--- src/rtl/interrupt_pkg.sv ---
// Shared definitions for the interrupt mask register: register address map and source count.
package interrupt_pkg;

  localparam int NUM_INTS = 7;

  localparam logic [1:0] INT_MASK = 2'b00;
  localparam logic [1:0] INT_INTS = 2'b01;
  localparam logic [1:0] INT_PRI  = 2'b10;

  // Bit 0 of the mask and pending vectors does not correspond to a source.
  localparam logic [7:0] SRC_BITS = 8'hFE;

endpackage

--- src/rtl/int_priority_encoder.sv ---
// Combinational priority encoder: returns the lowest set index of pending[7:1], 0 when none.
module int_priority_encoder (
  input  logic [7:0] pending,
  output logic [2:0] pri
);

  // NOTE: assigning a default before any conditional update keeps always_comb from inferring a latch.
  always_comb begin
    pri = 3'd0;
    // Scan from lowest priority upward so the lowest set index wins.
    for (int i = 7; i >= 0; i--) begin
      if (i != 0 && pending[i]) pri = 3'(i);
    end
  end

endmodule

--- src/rtl/interrupt_mask_register.sv ---
// Interrupt mask register: masks seven level sources into one CPU interrupt with a small register file.
// Define INT_SYNC_EN to pass each source through a 2-flop synchroniser before masking.
module interrupt_mask_register
  import interrupt_pkg::*;
(
  input  logic        CLK,
  input  logic        RESET,
  input  logic [7:0]  DIN,
  input  logic        RD,
  input  logic        WR,
  input  logic [1:0]  ADDR,
  input  logic        INTS1,
  input  logic        INTS2,
  input  logic        INTS3,
  input  logic        INTS4,
  input  logic        INTS5,
  input  logic        INTS6,
  input  logic        INTS7,
  output logic [15:0] DOUT,
  output logic        INT1
);

  logic [NUM_INTS:1] ints_raw;
  logic [NUM_INTS:1] ints_s;
  logic [7:0]        mask;
  logic [7:0]        pending;
  logic [7:0]        pending_d;
  logic [2:0]        pri;

  assign ints_raw = {INTS7, INTS6, INTS5, INTS4, INTS3, INTS2, INTS1};

`ifdef INT_SYNC_EN
  logic [NUM_INTS:1] sync1;
  logic [NUM_INTS:1] sync2;

  always_ff @(posedge CLK or negedge RESET) begin
    if (!RESET) begin
      sync1 <= '0;
      sync2 <= '0;
    end else begin
      sync1 <= ints_raw;
      sync2 <= sync1;
    end
  end

  assign ints_s = sync2;
`else
  assign ints_s = ints_raw;
`endif

  // Bit 0 of mask is held at zero, so pending[0] can never be set.
  assign pending_d = {ints_s, 1'b0} & mask;

  // NOTE: sequential state uses non-blocking assignments so every flop samples pre-edge values.
  always_ff @(posedge CLK or negedge RESET) begin
    if (!RESET) begin
      mask    <= '0;
      pending <= '0;
      INT1    <= 1'b0;
    end else begin
      if (WR && ADDR == INT_MASK) mask <= DIN & SRC_BITS;
      pending <= pending_d;
      // INT1 is registered from the same next-state as pending so it never lags it.
      INT1    <= |pending_d;
    end
  end

  int_priority_encoder u_pri (
    .pending (pending),
    .pri     (pri)
  );

  always_comb begin
    DOUT = 16'h0000;
    if (RD) begin
      unique case (ADDR)
        INT_MASK: DOUT = {8'h00, mask};
        INT_INTS: DOUT = {8'h00, pending};
        INT_PRI:  DOUT = {13'h0000, pri};
        default:  DOUT = 16'h0000;
      endcase
    end
  end

endmodule

--- config.mk ---
export PLATFORM = sky130hd
export DESIGN_NAME = interrupt_mask_register
export DESIGN_NICKNAME = d
export VERILOG_FILES = /design/src/rtl/interrupt_pkg.sv /design/src/rtl/int_priority_encoder.sv /design/src/rtl/interrupt_mask_register.sv
export SDC_FILE = /design/constraint.sdc
export NUM_CORES = 1
export LEC_CHECK = 0
export CAP_MARGIN = 20
export CORE_MARGIN = 2
export CORE_UTILIZATION = 39
export CTS_CLUSTER_SIZE = 40
export DETAILED_ROUTE_END_ITERATION = 8
export GPL_ROUTABILITY_DRIVEN = 0
export PLACE_DENSITY = 0.84
export SLEW_MARGIN = 20
export SYNTH_ARGS = -nofsm -noshare
export SYNTH_HDL_FRONTEND = slang
export SYNTH_SLANG_ARGS = --single-unit
export TNS_END_PERCENT = 30
--- constraint.sdc ---
create_clock -name CLK -period 2.26 [get_ports CLK]
set_input_delay 0.678 -clock CLK [delete_from_list [all_inputs] [get_ports CLK]]
set_output_delay 0.678 -clock CLK [all_outputs]
set_load 0.02 [all_outputs]
==> qor.yml <==
status: "finished, final reports clean"
via_per_inst: 4.68
clk_pin_slew_ns: 0.08
drv_slew: 0
core.rowCount: 16
cp-end-kind: "primary output"
power.share.switching_pct: 30.1
r2r_start: "mask[2]"
ys_ff_latch: 15
pwr-share-seq_pct: 49.3
grt_pass1_vias: 640
cts_root_buf: "clkbuf_4"
synthMuxAreaShare_pct: 19.1
combPwrFrac_pct: 29.5
hold_class: "reg2reg"
drt_iter0_markers: 1
relSlewSlack_pct: 57.6
clock_latency_ns: 0.28
clkPwrFrac_pct: 21.2
synthAdderAreaFrac_pct: 0
r2r_slack_ns: 0.62
pwr_density_cell_nw_per_um2: 607
antenna_found_initial: 0
layout_setup_ws_ns: 0.0650
place_area_um2: 1120
die_h_um: 48.9
fmax_mhz: 456
setup_viol: 0
final_cell_mix: "17 x clkdlybuf4s50_1, 15 x dfrtp_1, 9 x buf_4"
wire_per_inst_um: 11.6
synth-simple-area-share_pct: 17.8
drt-total-wl_um: 1580
cp_cell_sequence: "buf_2 -> mux2_4 -> o21ai_2 -> a21oi_2 -> buf_4"
fp.dieArea_um2: 2390
dp_hpwl_um: 1310
cp.arrival_ns: 1.52
maxCapViolations: 0
rsz0062_at_grt: "false"
final_area_um2: 1170
r2r_end: "INT1"
critPathMaxStageDelay_ns: 0.32
cts.sinks: 15
finalClockSkew_ns: 0.000696
layout_worst_path_cycle_share_pct: 97.1
grt_max_degree: 16
cp_data_required_time_ns: 1.58
h-tree-depth: 1
crit_buf_inv: 2
routed-via-count: 637
grt.total_usage_pct: 14.9
cp-start-kind: "primary input"
p_leak_nw: 0.528
ys_warn_count: 0
synth_xor_area_share_pct: 0
ios: 38
cts_buffers: 3
synthToLayoutAreaGrowth_pct: 48.2
synth_compound_area_share_pct: 6.20
period_minus_slack_ns: 2.19
num_antenna_cells: 0
synth_area_per_cell_um2: 10.9
ys_types: 22
nNetsFinal: 131
die_w_um: 48.9
path_delay_family: "buffers and inverters"
p_int_w: 0.000494
numPortBuffers: 28
ant_nets: 0
cts_tree: "built"
worstSetupStartpoint: "ADDR[0]"
final_util_pct: 60.1
yosysSeqAreaShare_pct: 47.7
final_common_cell: "clkdlybuf4s50_1"
postCtsHoldBufs: 0
reg2regPathDepth: 3
synth_top_family_by_area: "multiplexers"
total_power_w: 0.000707
worstPathMaxFanout: 4
synth_cells: 72
syn_area_um2: 787
core_region_area_um2: 1940
hold_depth: 1
holdCritStartpoint: "mask[5]"
crit_path_top_delay_cell: "mux2_4"
fillCellCount: 157
report.final.hold_viol_count: 0
drive_gt1_share_pct: 32.1
place_ws_ns: -0.812
grt_pass1_wl_um: 2710
switchingPower_w: 0.000213
remaining_drc_errors: 0
hold_end: "mask[5]"
start_util_pct: 40.5
drt_first_pass_iters: 2
irDropWorstVdd_uv: 434
worst_slew_pin_slew_ns: 0.634
path_class: "in2out"
grt_overflow: 0
cts_max_path_buffers: 2
registers in the layout (all words and copies together) (netlist names):
name,cells
mask,7
INT1,1
pending,7
metal layers:
layer / global-route usage [%] / vias to the layer above / part of all wire, %
met2: 27.6 / 28 / 53
met3: 2.45 / 5 / 5.2
li1: - / 308 / -
met5: 0 / - / 0
met1: 16.1 / 296 / 39
met4: 8.10 / 0 / 2.3
how the worst max path moves through the flow:
| stage | cells after the start | endpoint |
|---|---|---|
| 4_1_cts | 5 | DOUT[2] |
| 5_1_grt | 5 | DOUT[5] |
| 3_3_place_gp | 5 | DOUT[2] |
| 2_1_floorplan | 4 | DOUT[2] |
| 6_report | 5 | DOUT[2] |
| 3_5_place_dp | 5 | DOUT[2] |
stage by stage:
| step | std cells | TNS, ns | hold WS, ns |
|---|---|---|---|
| final | 136 | 0 | 0.544 |
| after global routing | 136 | 0 | 0.571 |
| after CTS | 136 | 0 | 0.543 |
| after detailed placement | 132 | -5.21 | 0.523 |
| after global placement | 132 | -5.06 | 0.515 |
| after floorplan | 79 | 0 | 0.382 |
cells in the mapped netlist:
| cell type | number | area, um2 |
|---|---|---|
| dfrtp_1 | 15 | 375 |
| or4_1 | 2 | 15.0 |
| nor2b_1 | 2 | 12.5 |
| nand2b_1 | 1 | 6.26 |
| conb_1 | 1 | 3.75 |
| nand2_1 | 1 | 3.75 |
| o41ai_1 | 1 | 8.76 |
| nor2_1 | 8 | 30.0 |
| buf_4 | 8 | 60.1 |
| o31a_1 | 1 | 8.76 |
| a21oi_1 | 3 | 15.0 |
| nor3b_2 | 1 | 12.5 |
| buf_2 | 1 | 5.00 |
| o21ai_0 | 2 | 10.0 |
| mux2i_1 | 6 | 60.1 |
| and2_4 | 1 | 8.76 |
| nand3b_1 | 1 | 7.51 |
| inv_1 | 1 | 3.75 |
| and2_1 | 6 | 37.5 |
| mux2_2 | 8 | 90.1 |
| nor4_1 | 1 | 6.26 |
| o22ai_1 | 1 | 6.26 |
cell families (layout without fill, tap and decap cells):
logic type             count (synthesis)  in the layout
AOI/OAI and AO/OA                      8              8
and+or+nand+nor                       24             24
other                                  1              8
muxes                                 14             14
buffers and inverters                 10             40
DFF                                   15             15
power groups by stage:
stage	clock, W	combinational, W	sequential, W
2_1_floorplan	0	0.000122	0.000343
3_3_place_gp	0	0.000201	0.000347
3_5_place_dp	0	0.000207	0.000351
4_1_cts	0.000157	0.000209	0.000346
5_1_grt	0.000168	0.000227	0.000355
6_report	0.000150	0.000209	0.000349
cell type report:
cell class                 instances  area, um2  share of cell area, %
inverter                           1       3.75                  0.322
multi-input combinational         54        410                   35.2
tap                               27       33.8                   2.90
clock inverter                     1       5.00                  0.429
clock buffer                       3       22.5                   1.93
timing repair buffer              35        315                   27.0
sequential                        15        375                   32.2
worst reg2reg max path, delay by kind of cell (launching register included):
kind / cells / cell delay (ns)
AND/OR/NAND/NOR: 3 / 1.10
flip-flops: 1 / 0.41
timing repair:
| item | 4_1_cts | 5_1_grt |
|---|---|---|
| endpoints found under the hold margin | 0 | 0 |
| setup endpoints to repair | 8 | 1 |
| buffers inserted | 0 | 0 |
| resized for setup | 44 | 1 |
| pin swaps | 3 | 0 |
No activity file was read; power rests on OpenSTA's default activity.
